File: src/rtl/mem_wb.sv
// MEM/WB stage: drives one data-memory access per load/store and writes
// the ALU or load result back to the register file.
//
// Ports:
//   clk, reset (async, active-low)
//   ex_valid_i/ex_ready_o   : EX handshake; ready only while idle
//   alu_result_i, r2_data_i : address or ALU result, store data
//   writebackaddr_i, funct3_i, is_load_i, is_store_i, reg_write_i
//   dmem_*                  : req/gnt request phase, rvalid/rdata response
//   w_addr, w_data, wb_en   : register-file write port
//   misalign_o              : one-cycle trap pulse (MISALIGN_TRAP_EN only)
//
// Build option: define MISALIGN_TRAP_EN to trap misaligned half/word
// accesses instead of silently aligning them.
module mem_wb (
  input  logic        clk,
  input  logic        reset,
  input  logic        ex_valid_i,
  output logic        ex_ready_o,
  input  logic [31:0] alu_result_i,
  input  logic [31:0] r2_data_i,
  input  logic [4:0]  writebackaddr_i,
  input  logic [2:0]  funct3_i,
  input  logic        is_load_i,
  input  logic        is_store_i,
  input  logic        reg_write_i,
  output logic        dmem_req_o,
  output logic        dmem_we_o,
  output logic [31:0] dmem_addr_o,
  output logic [31:0] dmem_wdata_o,
  output logic [3:0]  dmem_be_o,
  input  logic        dmem_gnt_i,
  input  logic        dmem_rvalid_i,
  input  logic [31:0] dmem_rdata_i,
  output logic [4:0]  w_addr,
  output logic [31:0] w_data,
  output logic        wb_en
`ifdef MISALIGN_TRAP_EN
  ,
  output logic        misalign_o
`endif
);

  typedef enum logic [1:0] {
    S_IDLE,
    S_REQ,
    S_RSP,
    S_WB
  } state_e;

  state_e      state_q, state_d;
  logic [31:0] addr_q, addr_d;
  logic [31:0] r2_q, r2_d;
  logic [31:0] res_q, res_d;
  logic [4:0]  rd_q, rd_d;
  logic [2:0]  f3_q, f3_d;
  logic        st_q, st_d;
  logic        rw_q, rw_d;

  logic [3:0]  st_be;
  logic [31:0] st_wdata;
  logic [7:0]  ld_b;
  logic [15:0] ld_h;
  logic [31:0] ld_val;
  logic        req;

`ifdef MISALIGN_TRAP_EN
  logic mis_q, mis_d;
  logic mis_in;

  assign mis_in = (is_load_i | is_store_i) &
                  (((funct3_i[1:0] == 2'b01) & alu_result_i[0]) |
                   ((funct3_i[1:0] == 2'b10) & (|alu_result_i[1:0])));
  assign misalign_o = mis_q;
`endif

  // Store lane steering; low address bits beyond the access size
  // are simply dropped.
  always_comb begin
    st_be    = 4'b0000;
    st_wdata = '0;
    unique case (1'b1)
      (f3_q[1:0] == 2'b00): begin
        st_be    = 4'b0001 << addr_q[1:0];
        st_wdata = {4{r2_q[7:0]}};
      end
      (f3_q[1:0] == 2'b01): begin
        st_be    = addr_q[1] ? 4'b1100 : 4'b0011;
        st_wdata = {2{r2_q[15:0]}};
      end
      default: begin
        st_be    = 4'b1111;
        st_wdata = r2_q;
      end
    endcase
  end

  // Load lane extraction and sign/zero extension.
  always_comb begin
    ld_b = dmem_rdata_i[{addr_q[1:0], 3'b000} +: 8];
    ld_h = addr_q[1] ? dmem_rdata_i[31:16]
                     : dmem_rdata_i[15:0];
    unique case (f3_q)
      3'b000:  ld_val = {{24{ld_b[7]}}, ld_b};
      3'b100:  ld_val = {24'b0, ld_b};
      3'b001:  ld_val = {{16{ld_h[15]}}, ld_h};
      3'b101:  ld_val = {16'b0, ld_h};
      default: ld_val = dmem_rdata_i;
    endcase
  end

  always_comb begin
    state_d = state_q;
    addr_d  = addr_q;
    r2_d    = r2_q;
    res_d   = res_q;
    rd_d    = rd_q;
    f3_d    = f3_q;
    st_d    = st_q;
    rw_d    = rw_q;
`ifdef MISALIGN_TRAP_EN
    mis_d   = 1'b0;
`endif
    unique case (state_q)
      S_IDLE: begin
        if (ex_valid_i) begin
          addr_d = alu_result_i;
          r2_d   = r2_data_i;
          res_d  = alu_result_i;
          rd_d   = writebackaddr_i;
          f3_d   = funct3_i;
          st_d   = is_store_i;
          rw_d   = reg_write_i;
          if (is_load_i | is_store_i)
            state_d = S_REQ;
          else
            state_d = S_WB;
`ifdef MISALIGN_TRAP_EN
          if (mis_in) begin
            state_d = S_IDLE;
            rw_d    = 1'b0;
            mis_d   = 1'b1;
          end
`endif
        end
      end
      S_REQ: begin
        if (dmem_gnt_i)
          state_d = st_q ? S_IDLE : S_RSP;
      end
      S_RSP: begin
        if (dmem_rvalid_i) begin
          res_d   = ld_val;
          state_d = S_WB;
        end
      end
      S_WB:    state_d = S_IDLE;
      default: state_d = S_IDLE;
    endcase
  end

  always_ff @(posedge clk or negedge reset) begin
    if (!reset) begin
      state_q <= S_IDLE;
      addr_q  <= '0;
      r2_q    <= '0;
      res_q   <= '0;
      rd_q    <= '0;
      f3_q    <= '0;
      st_q    <= 1'b0;
      rw_q    <= 1'b0;
`ifdef MISALIGN_TRAP_EN
      mis_q   <= 1'b0;
`endif
    end else begin
      state_q <= state_d;
      addr_q  <= addr_d;
      r2_q    <= r2_d;
      res_q   <= res_d;
      rd_q    <= rd_d;
      f3_q    <= f3_d;
      st_q    <= st_d;
      rw_q    <= rw_d;
`ifdef MISALIGN_TRAP_EN
      mis_q   <= mis_d;
`endif
    end
  end

  assign req          = (state_q == S_REQ);
  assign ex_ready_o   = (state_q == S_IDLE);
  assign dmem_req_o   = req;
  assign dmem_we_o    = req & st_q;
  assign dmem_addr_o  = req ? {addr_q[31:2], 2'b00} : '0;
  assign dmem_be_o    = req ? (st_q ? st_be : 4'b1111)
                            : 4'b0000;
  assign dmem_wdata_o = (req & st_q) ? st_wdata : '0;

  // x0 is never written even if the instruction claims it.
  assign wb_en  = (state_q == S_WB) & rw_q & (|rd_q);
  assign w_addr = rd_q;
  assign w_data = res_q;

endmodule

File: config.mk
export PLATFORM = sky130hd
export DESIGN_NAME = mem_wb
export DESIGN_NICKNAME = d
export VERILOG_FILES = /design/src/rtl/mem_wb.sv
export SDC_FILE = /design/constraint.sdc
export NUM_CORES = 1
export LEC_CHECK = 0
export BUFFER_PORTS_ARGS = -buffer_cell sky130_fd_sc_hd__buf_2
export CAP_MARGIN = 20
export CORE_AREA = 3 3 132 134
export DETAILED_ROUTE_END_ITERATION = 8
export DIE_AREA = 0 0 135 137
export PLACE_DENSITY_LB_ADDON = 0.2
export SLEW_MARGIN = 15
export SYNTH_ARGS = -nofsm -noshare
export SYNTH_HDL_FRONTEND = slang
export SYNTH_SLANG_ARGS = --single-unit
File: constraint.sdc
create_clock -name clk -period 2.1 [get_ports clk]
set_input_delay 0.315 -clock clk [delete_from_list [all_inputs] [get_ports clk]]
set_output_delay 0.315 -clock clk [all_outputs]
set_load 0.02 [all_outputs]
# Yosys cells after proc, flatten, opt, wreduce, memory -nomap -nowiden
# Cells that the tools add are included.
dict set report totals {
  input_bits 112
  latchBits 0
  elab_cells 50
  ram_bits 0
  mem_bits_ro 0
  memories 0
  ff_bits 108
}
dict set report op_classes {
  reduce_logical 8
  eq_ne 10
  n_lt_le_gt_ge 0
  mux 18
  multipliers 0
  n_shift 2
  div 0
  add_sub_neg 0
  n_bitwise 4
}
# cell count
set op_table {}
lappend op_table {{$mux 32} 4}
lappend op_table {{$pmux 32 s2} 2}
lappend op_table {{$pmux 32 s4} 1}
lappend op_table {{$shiftx 32x6->8} 1}
lappend op_table {{$mux 16} 1}
lappend op_table {{$mux 4} 3}
lappend op_table {{$mux 2} 5}
lappend op_table {{$pmux 2 s4} 1}
lappend op_table {{$pmux 4 s2} 1}
lappend op_table {{$eq 3x3->1 const B} 2}
lappend op_table {{$ne 2x2->1 const B} 3}
lappend op_table {{$reduce_and 3->1} 2}
lappend op_table {{$reduce_or 5->1} 1}
lappend op_table {{$eq 2x1->1 const B} 2}
lappend op_table {{$eq 2x2->1 const B} 2}
lappend op_table {{$logic_not 2->1} 2}
lappend op_table {{$shl 1x2->4 const A} 1}
lappend op_table {{$and 1x1->1} 3}
lappend op_table {{$eq 3x1->1 const B} 1}
lappend op_table {{$logic_not 3->1} 1}
lappend op_table {{$reduce_and 2->1} 1}
lappend op_table {{$reduce_bool 2->1} 1}
lappend op_table {{$or 1x1->1} 1}

# Longest topological paths before layout
# Gate-level depths: netlist of the first run.
dict set report depth {
  ltp_word 4
  mapped_depth 8
}

# Least setup slack after synthesis of the first run
# OpenSTA, ideal clock, no wires.
dict set report synth_timing {
  path_kind {flip-flop to flip-flop}
  from {reg state_q[1]}
  to {reg r2_q[10]}
  stages_incl_launch_ff 8
  slack_ns 0.091
  t_required_ns 1.975
  arrival_ns 1.884
  path_cell_list {dfrtp_1 > buf_2 > nor2_1 > and2_1 > buf_2 > buf_2 > buf_2 > mux2_2}
}
dict set report synth_via {
  elab_chain_cells 2
}
# item line
set synth_lines {}
lappend synth_lines {{start: declaration} 51} ;# state_e state_q, state_d;
lappend synth_lines {{start signal: assignment} 176} ;# state_q <= state_d;
lappend synth_lines {{$logic_not 2->1} --}
lappend synth_lines {{via ex_ready_o} 19} ;# output logic ex_ready_o,
lappend synth_lines {{$reduce_and 2->1 (no line)} --}
lappend synth_lines {{end signal: assignment} 178} ;# r2_q <= r2_d;
lappend synth_lines {{end: declaration} 53} ;# logic [31:0] r2_q, r2_d;
# The timed path passes the listed nets, and every way through them passes these cells.
# A chain may end at the register's enable or synchronous reset.

# Worst setup path after layout of the first run
dict set report layout_timing {
  from {reg f3_q[0]}
  to {out dmem_wdata_o[26]}
}
dict set report layout_via {
  elab_chain_cells 3
}
# item line
set layout_lines {}
lappend layout_lines {{start: declaration} 56} ;# logic [2:0] f3_q, f3_d;
lappend layout_lines {{start signal: assignment} 169} ;# f3_q <= '0;
lappend layout_lines {{start signal: assignment} 181} ;# f3_q <= f3_d;
lappend layout_lines {{$eq 2x1->1 or $logic_not 2->1 (tied branches)} {87, 83}}
lappend layout_lines {{$pmux 32 s2 (*)} 82} ;# unique case (1'b1)
lappend layout_lines {{$mux 32 (*)} 197} ;# assign dmem_wdata_o = (req & st_q) ? st_wdata : '0;
lappend layout_lines {{end: declaration} 30} ;# output logic [31:0] dmem_wdata_o,
# Mark *: on every way between the ends. The rest lies on a longest branch, timed or not.

==> impl_metrics.toml, run 1 <==
[timing]
period_share = 0.959
period_minus_slack_ns = 2.01
relSlewSlack = 0.613
rsz0062_at_grt = "no"
max_freq_mhz = 496
slew_violations = 0
setup_viol = 0
tightest_slew_ns = 0.580
finalHoldViolCount = 0
finalSetupTns_ns = 0
clock_skew_ns = 0.00605

[critical_path]
critical-path-top-delay-family = "flip-flops"
cp_slowest_stage_delay_ns = 0.42
arrival_ns = 1.70
crit_top_cell = "nor2_1"
crit_type = "reg2out"
crit_buf_inv = 2
cp_max_fo = 9
crit_slowest_cell = "dfrtp_2"
worst_setup_path_end_kind = "output port"
crit_required_ns = 1.78
cp_cell_sequence = "buf_4 > mux2i_1 > nor2_1 > a21oi_1 > nor2_1 > buf_2"
crit_path_start_kind = "flop"

[clock_tree]
cts_setup_buffers = 0
clk_path_buf_depth = 2
cts_inserted_buffers = 9
htreeDepth = 3
clk_pin_slew_ns = 0.07
cts_tree = "built"
root_buffer = "clkbuf_16"
clk-insertion-delay-late_ns = 0.35
cts_sinks = 108

[route]
drtPass1Iterations = 5
viasPerCell = 5.11
drt-wirelength-per-cell_um = 19.0
vias = 5148
drtIter0Drc = 238
drtAntennaViolNets = 0
postRouteWirelength_mm = 19.1
drc = 0

[floorplan]
rows = 47
die_w_um = 135
initial_utilization = 0.346
core-area_um2 = 16400
die-area_um2 = 18500
die_y_um = 137
io_pins = 221

[grt]
grt_util_all_layers = 0.201
grt_pass1_vias = 5308
grt_remaining_overflow = 0
grt_max_degree = 40
grt_pass1_wl_mm = 28.9
antenna_found_initial = 0

[pwr]
pwr_density_cell_nw_per_um2 = 1640
irDropWorstVdd_uv = 640
p_leak_nw = 3.56
total_power_w = 0.0122

[cells_and_area]
final_net_count = 893
n_fill_cell = 1604
layout_common_cells = "buf_2, dfrtp_1, mux2_2"
mostFrequentLayoutCell = "buf_2"
finish.utilization = 0.454
syn2layout_area_growth_pct = 31.3
drive_above_1_share = 0.443

[placed_design]
hpwlAfterDp_mm = 14.6
place_congestion = 0.880
port-buffer-count = 218

[synthesis]
ys_ff_latch = 108
ys.flop_type = "dfrtp_1"
yosysWarnings = 0
synth_edf_count = 0
syn_inst = 568
async_reset_ff_frac = 1.00
ys_seq_area_frac = 0.477
netlist_area_um2 = 5670
yosysUniqueCellTypes = 42
avgSynthCellArea_um2 = 9.98

[hold_path]
holdCritPathClass = "in2reg"

[flow_run]
cap_violations = 0

[status]
outcome = "finished clean"
worst register-to-register path, stage by stage, from the launching register on:
cell	delay, ns
dfrtp_2	0.50
or2_2	0.43
a2111o_1	0.56
a21oi_1	0.19
a211oi_1	0.07
stage by stage:
| stage | cell area [um2] | worst slack, ns | cells | hold WS [ns] |
|---|---|---|---|---|
| after floorplan | 5670 | 0.0910 | 569 | 0.0194 |
| after global placement | 7110 | 0.192 | 989 | 0.342 |
| after detailed placement | 7110 | 0.188 | 989 | 0.351 |
| after CTS | 7430 | 0.0115 | 1006 | 0.160 |
| after global routing | 7440 | 0.00586 | 1006 | 0.175 |
| final | 7440 | 0.0854 | 1007 | 0.171 |
cells by family (layout without fill, tap and decap cells):
group                  Yosys count  in the layout  synth area share
buffers and inverters           52            269            0.0411
multiplexers                    98             98             0.191
flip-flops                     108            108             0.477
AND/OR/NAND/NOR                194            194             0.160
other                            1              3          0.000661
AO/OA/AOI/OAI                  115            115             0.130
registers in the layout, summed over array words and instances (netlist names):
register  cells
addr_q       32
f3_q          3
r2_q         32
rw_q          1
st_q          1
state_q       2
w_addr        5
w_data       32
timing repair:
| item | 4_1_cts | 5_1_grt |
|---|---|---|
| hold buffers | 1 | 0 |
| setup endpoints to repair | 24 | 51 |
| resized for setup | 8 | 5 |
| hold endpoints to repair | 34 | 0 |
power by group:
| part | internal, W | leakage (nW) | switching [W] |
|---|---|---|---|
| clock | 0.000847 | 0.131 | 0.000824 |
| combinational | 0.00273 | 2.17 | 0.00387 |
| sequential | 0.00316 | 1.26 | 0.000752 |
synthesized netlist by cell type, types with 2 or more instances:
master	instances	area share
a22oi_1	2	0.0026
inv_1	7	0.0046
nor2b_1	6	0.0066
o221ai_1	4	0.0062
nor3b_1	2	0.0026
clkbuf_1	22	0.015
nand3b_1	2	0.0026
dfrtp_1	108	0.48
a21oi_1	44	0.039
o2111ai_1	2	0.0031
and2_1	31	0.034
a211oi_1	21	0.028
nor2_1	66	0.044
buf_2	18	0.016
or2_2	2	0.0022
and3_1	8	0.0088
nand3_1	2	0.0018
buf_1	2	0.0013
a21o_1	5	0.0066
nand2b_1	5	0.0055
mux2i_1	25	0.044
o21ai_0	18	0.016
o22ai_1	5	0.0055
or3_1	2	0.0022
nand2_1	50	0.033
nor3_1	17	0.015
buf_4	2	0.0026
a221oi_1	2	0.0031
a2bb2oi_1	4	0.0062
mux2_2	72	0.14
final cells by class:
class | count | area [um2] | area share
multi-input combinational | 409 | 2760 | 0.371
sequential | 108 | 2710 | 0.363
timing repair buffer | 246 | 1390 | 0.186
tap | 220 | 275 | 0.0370
clock buffer | 10 | 239 | 0.0321
clock inverter | 6 | 48.8 | 0.00656
inverter | 7 | 26.3 | 0.00353
antenna | 1 | 2.50 | 0.000336
metal layers:
metal,share of wire,wire length [um],up-vias,track usage
met5,0,0,-,0
met4,0.023,435,0,0.0717
met3,0.074,1410,31,0.0456
met2,0.47,9070,209,0.335
met1,0.43,8230,2501,0.258
li1,-,-,2407,-
final timing paths:
path                                    end   startpoint  slack [ns]  cells after the start
max in group asynchronous           f3_q[0]        reset        0.91                      3
min in group asynchronous         addr_q[9]        reset        0.50                      2
setup reg to reg                 w_data[14]      f3_q[1]        0.23                      4
setup / recovery           dmem_wdata_o[26]      f3_q[0]        0.09                      6
hold / removal                      f3_q[1]  funct3_i[1]        0.17                      3
hold reg to reg                   w_data[4]    w_data[4]        0.50                      2
(Power assumes the default switching activity.)
==> inputs of run 2 (changes only) <==
- ABC_AREA: unset -> 1
- CORE_AREA: 3 3 132 134 -> 3 3 133 135
- DIE_AREA: 0 0 135 137 -> 0 0 136 138
==> run 2 against run 1 <==
Effect of this change: sequential share of layout area shrank 0.21 points; via count increased by 9.4%; maximum frequency shrank 2.8%; core utilization decreased by 0.20 points; wire length fell by 3.4%; combinational power up 5.0%; synthesized cell count grew 32%; sequential power fell by 3%; clock skew rose by 0.0054 ns; largest cell class is now sequential cells.
==> impl_metrics.toml, run 2 <==
[status]
outcome = "finished clean"

[critical_path]
crit_required_ns = 1.78
worst-path-stages = 5
cp_slowest_stage_delay_ns = 0.47
arrival_ns = 1.76
reg2reg_depth = 8
crit_buf_inv = 2
critical-path-top-delay-family = "flip-flops"
cp_max_fo = 11
worst_setup_path_end_kind = "output port"
cp_cell_sequence = "inv_1 > nand3_1 > nand2_1 > a21oi_2 > buf_2"
crit_type = "reg2out"
crit_slowest_cell = "dfrtp_2"
crit_path_start_kind = "flop"

[floorplan]
die_w_um = 136
core-area_um2 = 16600
rows = 47
initial_utilization = 0.347
die-area_um2 = 18800
die_y_um = 138
io_pins = 221

[route]
viasPerCell = 4.78
postRouteWirelength_mm = 18.5
vias = 5630
drtPass1Iterations = 5
drtAntennaViolNets = 0
drc = 0
drtIter0Drc = 417
drt-wirelength-per-cell_um = 15.7

[synthesis]
ys_ff_latch = 108
syn_inst = 748
synth_common_cells = "nand2_1, a21oi_1, dfrtp_1, nor2_1, inv_1"
avgSynthCellArea_um2 = 7.68
synth_edf_count = 0
ys_seq_area_frac = 0.470
yosys-top-cells-area = "dfrtp_1, nand2_1, a21oi_1"
async_reset_ff_frac = 1.00
yosysWarnings = 0
synth_top_area_frac = 0.470
ys.flop_type = "dfrtp_1"
netlist_area_um2 = 5750
yosysMostFrequentCell = "nand2_1"
yosysUniqueCellTypes = 25
synth.largest_area_cell = "dfrtp_1"

[grt]
grt_util_all_layers = 0.195
grt_pass1_vias = 5564
grt_max_degree = 66
grt_pass1_wl_mm = 29.2
antenna_found_initial = 3
grt_remaining_overflow = 0

[timing]
period_share = 0.987
clock_skew_ns = 0.0115
period_minus_slack_ns = 2.07
relSlewSlack = 0.634
max_freq_mhz = 483
tightest_slew_ns = 0.547
setup_viol = 0
slew_violations = 0
finalSetupTns_ns = 0
finalHoldViolCount = 0
rsz0062_at_grt = "yes"

[clock_tree]
clk_pin_slew_ns = 0.07
cts_sinks = 108
clk-insertion-delay-late_ns = 0.36
root_buffer = "clkbuf_16"
cts_tree = "built"
clk_path_buf_depth = 2
cts_inserted_buffers = 9
htreeDepth = 3

[flow_run]
cap_violations = 0

[hold_path]
whs_path_depth = 2
holdCritPathClass = "in2reg"

[placed_design]
place_congestion = 0.857
hpwlAfterDp_mm = 13.9
port-buffer-count = 218
dp_cells = 1157

[cells_and_area]
syn2layout_area_growth_pct = 30.3
final_net_count = 1065
layout_common_cells = "buf_2, nand2_1, a21oi_1"
fin_cells = 1178
drive_above_1_share = 0.328
mostFrequentLayoutCell = "buf_2"
finish.utilization = 0.452
antenna_cells = 0

[pwr]
irDropWorstVdd_uv = 838
pwr_density_cell_nw_per_um2 = 1680
p_leak_nw = 4.04
total_power_w = 0.0126
## run 2: routing by layer
metal,track usage,up-vias,share of wire
met1,0.265,2600,0.45
met2,0.297,211,0.44
met4,0.0626,6,0.020
met3,0.0607,27,0.090
li1,-,2786,-
met5,0,-,0.0025
## run 2: stage by stage
stage / cell area [um2] / hold WS [ns] / setup slack, ns
after floorplan: 5750 / 0.0194 / 0.183
after global placement: 7080 / 0.328 / 0.221
after detailed placement: 7080 / 0.325 / 0.227
after CTS: 7420 / 0.157 / 0.00532
after global routing: 7490 / 0.181 / -0.0809
final: 7490 / 0.170 / 0.0278
## run 2: worst paths after layout
check | startpoint | endpoint | slack [ns]
max in group asynchronous | reset | w_addr[2] | 1.25
worst min register to register | addr_q[6] | addr_q[6] | 0.48
worst min-delay path | dmem_gnt_i | state_q[0] | 0.17
min in group asynchronous | reset | addr_q[13] | 0.49
worst max register to register | state_q[0] | w_data[15] | 0.34
worst max-delay path | f3_q[0] | dmem_be_o[0] | 0.03
## run 2: area by class of cell
type,count,area (um2)
well taps,220,275
multi-input cells,510,2530
inverters,87,332
flip-flops and latches,108,2710
fillers,1738,9090
clock buffers,11,243
clock inverters,5,75.1
repair buffers,237,1320
## run 2: power by group
part	internal, W	switching (W)
Combinational	0.00244	0.00450
Sequential	0.00313	0.000663
Clock	0.00107	0.000794
## run 2: what timing repair did
action / CTS / global route
setup buffers: 0 / 3
hold buffers: 1 / 0
cloned: 0 / 1
setup endpoints to repair: 25 / 19
gates resized for setup: 11 / 14
pin swaps: 1 / 1
hold endpoints to repair: 46 / 0
## run 2: cells by family after synthesis
group,synth area share
simple gates,0.217
mux,0.0607
compound gates,0.154
flops,0.470
other cells,0.000653
buf+inv,0.0978
## run 2: worst reg2reg max path, cell delays in order, from the launching register on
cell	delay [ns]
dfrtp_2	0.42
buf_4	0.14
nor2_1	0.23
nand2_1	0.15
nand3_2	0.12
buf_12	0.22
inv_2	0.20
nor2_1	0.12
a21oi_1	0.05
==> inputs of run 3 (changes only) <==
- clock period: 2.1 -> 1.8 ns (I/O delays scaled with it)
==> run 3 against run 2 <==
Effect of this change: the flow now finishes with violations (setup timing); clock skew is 0.0060 ns lower; largest power group unchanged; flip-flop and latch count is the same; critical endpoint is now dmem_wdata_o[29]; critical path type unchanged; hold slack got worse by 0.046 ns.
==> impl_metrics.toml, run 3 (same netlist as run 2, synthesis figures left out) <==
[status]
outcome = "finished, violations left"
violations = "setup timing"

[cells_and_area]
layout_common_cells = "buf_2, nand2_1, dfrtp_1"
fin_cells = 1191
n_fill_cell = 1721
final_area_um2 = 7820
drive_above_1_share = 0.358
final_net_count = 1077
syn2layout_area_growth_pct = 36.0
mostFrequentLayoutCell = "buf_2"

[grt]
grt_pass1_vias = 5612
grt_max_degree = 51
grt_util_all_layers = 0.197
grt_remaining_overflow = 0
antenna_found_initial = 0
grt_pass1_wl_mm = 29.5

[timing]
period_minus_slack_ns = 1.90
max_freq_mhz = 527
finalHoldViolCount = 0
rsz0062_at_grt = "yes"
tightest_slew_ns = 0.504
slew_violations = 0
layout_setup_ws_ns = -0.0986
clock_skew_ns = 0.00542
setup_viol = 26
period_share = 1.05
relSlewSlack = 0.664
whs_ns = 0.124

[clock_tree]
clk-insertion-delay-late_ns = 0.35
htreeDepth = 3
root_buffer = "clkbuf_16"
clk_path_buf_depth = 2
cts_tree = "built"
cts_inserted_buffers = 9
clk_pin_slew_ns = 0.07
cts_sinks = 108

[critical_path]
arrival_ns = 1.63
crit_path_start_kind = "flop"
r2r_slack_ns = 0.20
r2r-end = "w_data[14]"
crit_type = "reg2out"
worst_setup_path_end_kind = "output port"
worstReg2RegStart = "state_q[1]"
cp_max_fo = 6
crit_required_ns = 1.53
reg2reg_depth = 8

[floorplan]
io_pins = 221
die-area_um2 = 18800
rows = 47
die_w_um = 136
core-area_um2 = 16600
die_y_um = 138
initial_utilization = 0.347

[route]
drtAntennaViolNets = 0
drt-wirelength-per-cell_um = 15.7
drc = 0
drtPass1Iterations = 5
viasPerCell = 4.75
postRouteWirelength_mm = 18.7
drtIter0Drc = 356
vias = 5662

[hold_path]
holdCritPathClass = "in2reg"
hold_start = "dmem_gnt_i"
whs_path_depth = 2
holdPathEnd = "state_q[0]"

[placed_design]
place_congestion = 0.838
place_ws_ns = 0.0670
hpwlAfterDp_mm = 14.2
dp_cells = 1164
placed_cell_area_um2 = 7140
port-buffer-count = 218

[flow_run]
cap_violations = 0

[pwr]
irDropWorstVdd_uv = 1010
total_power_w = 0.0155
p_leak_nw = 4.14
pwr_density_cell_nw_per_um2 = 1980
run 3: critical path, stage by stage, from the launching register on:
cell and delay (ns):
dfrtp_2 0.43, nor2_4 0.14, inv_4 0.06, nor2_8 0.16, buf_6 0.16, o21ai_2 0.08, nor2_1 0.10, buf_4 0.15
run 3: how the worst max path moves through the flow:
stage | cells after the start | start | to
2_1_floorplan | 7 | state_q[0] | dmem_wdata_o[22]
3_3_place_gp | 5 | addr_q[1] | w_data[20]
3_5_place_dp | 5 | addr_q[1] | w_data[29]
4_1_cts | 8 | state_q[0] | dmem_wdata_o[8]
5_1_grt | 7 | state_q[1] | dmem_wdata_o[30]
6_report | 7 | state_q[1] | dmem_wdata_o[29]
run 3: routing by layer:
| layer | vias up | global-route usage | part of all wire |
|---|---|---|---|
| li1 | 2829 | - | - |
| met5 | - | 0 | 0 |
| met1 | 2621 | 0.264 | 0.45 |
| met4 | 0 | 0.0472 | 0.013 |
| met2 | 195 | 0.315 | 0.46 |
| met3 | 17 | 0.0570 | 0.086 |
run 3: final cells by class:
type	count	area, um2	area share
Sequential cell	108	2710	0.346
Clock inverter	7	100	0.0128
Antenna cell	1	2.50	0.000320
Multi-Input combinational cell	509	2620	0.335
Inverter	87	337	0.0431
Tap cell	220	275	0.0352
Timing Repair Buffer	250	1560	0.199
Clock buffer	9	225	0.0288
run 3: what timing repair did:
action                                 CTS  global route
buffers inserted                         5             5
hold buffers                             1             0
endpoints found under the hold margin   71             0
setup endpoints to repair               63            82
pin swaps                                5             5
gates resized for setup                 85            12
run 3: through the flow:
step | setup TNS (ns) | util
floorplan | -0.363 | -
CTS | -2.96 | 0.467
finish | -1.32 | 0.471
detailed placement | 0 | 0.431
global route | -6.30 | 0.471
global placement | 0 | 0.431
run 3: power by group:
group	leakage [nW]	internal, W	total, W	switching (W)
Sequential	1.27	0.00365	0.00443	0.000779
Clock	0.160	0.00123	0.00216	0.000930
Combinational	2.71	0.00338	0.00891	0.00553
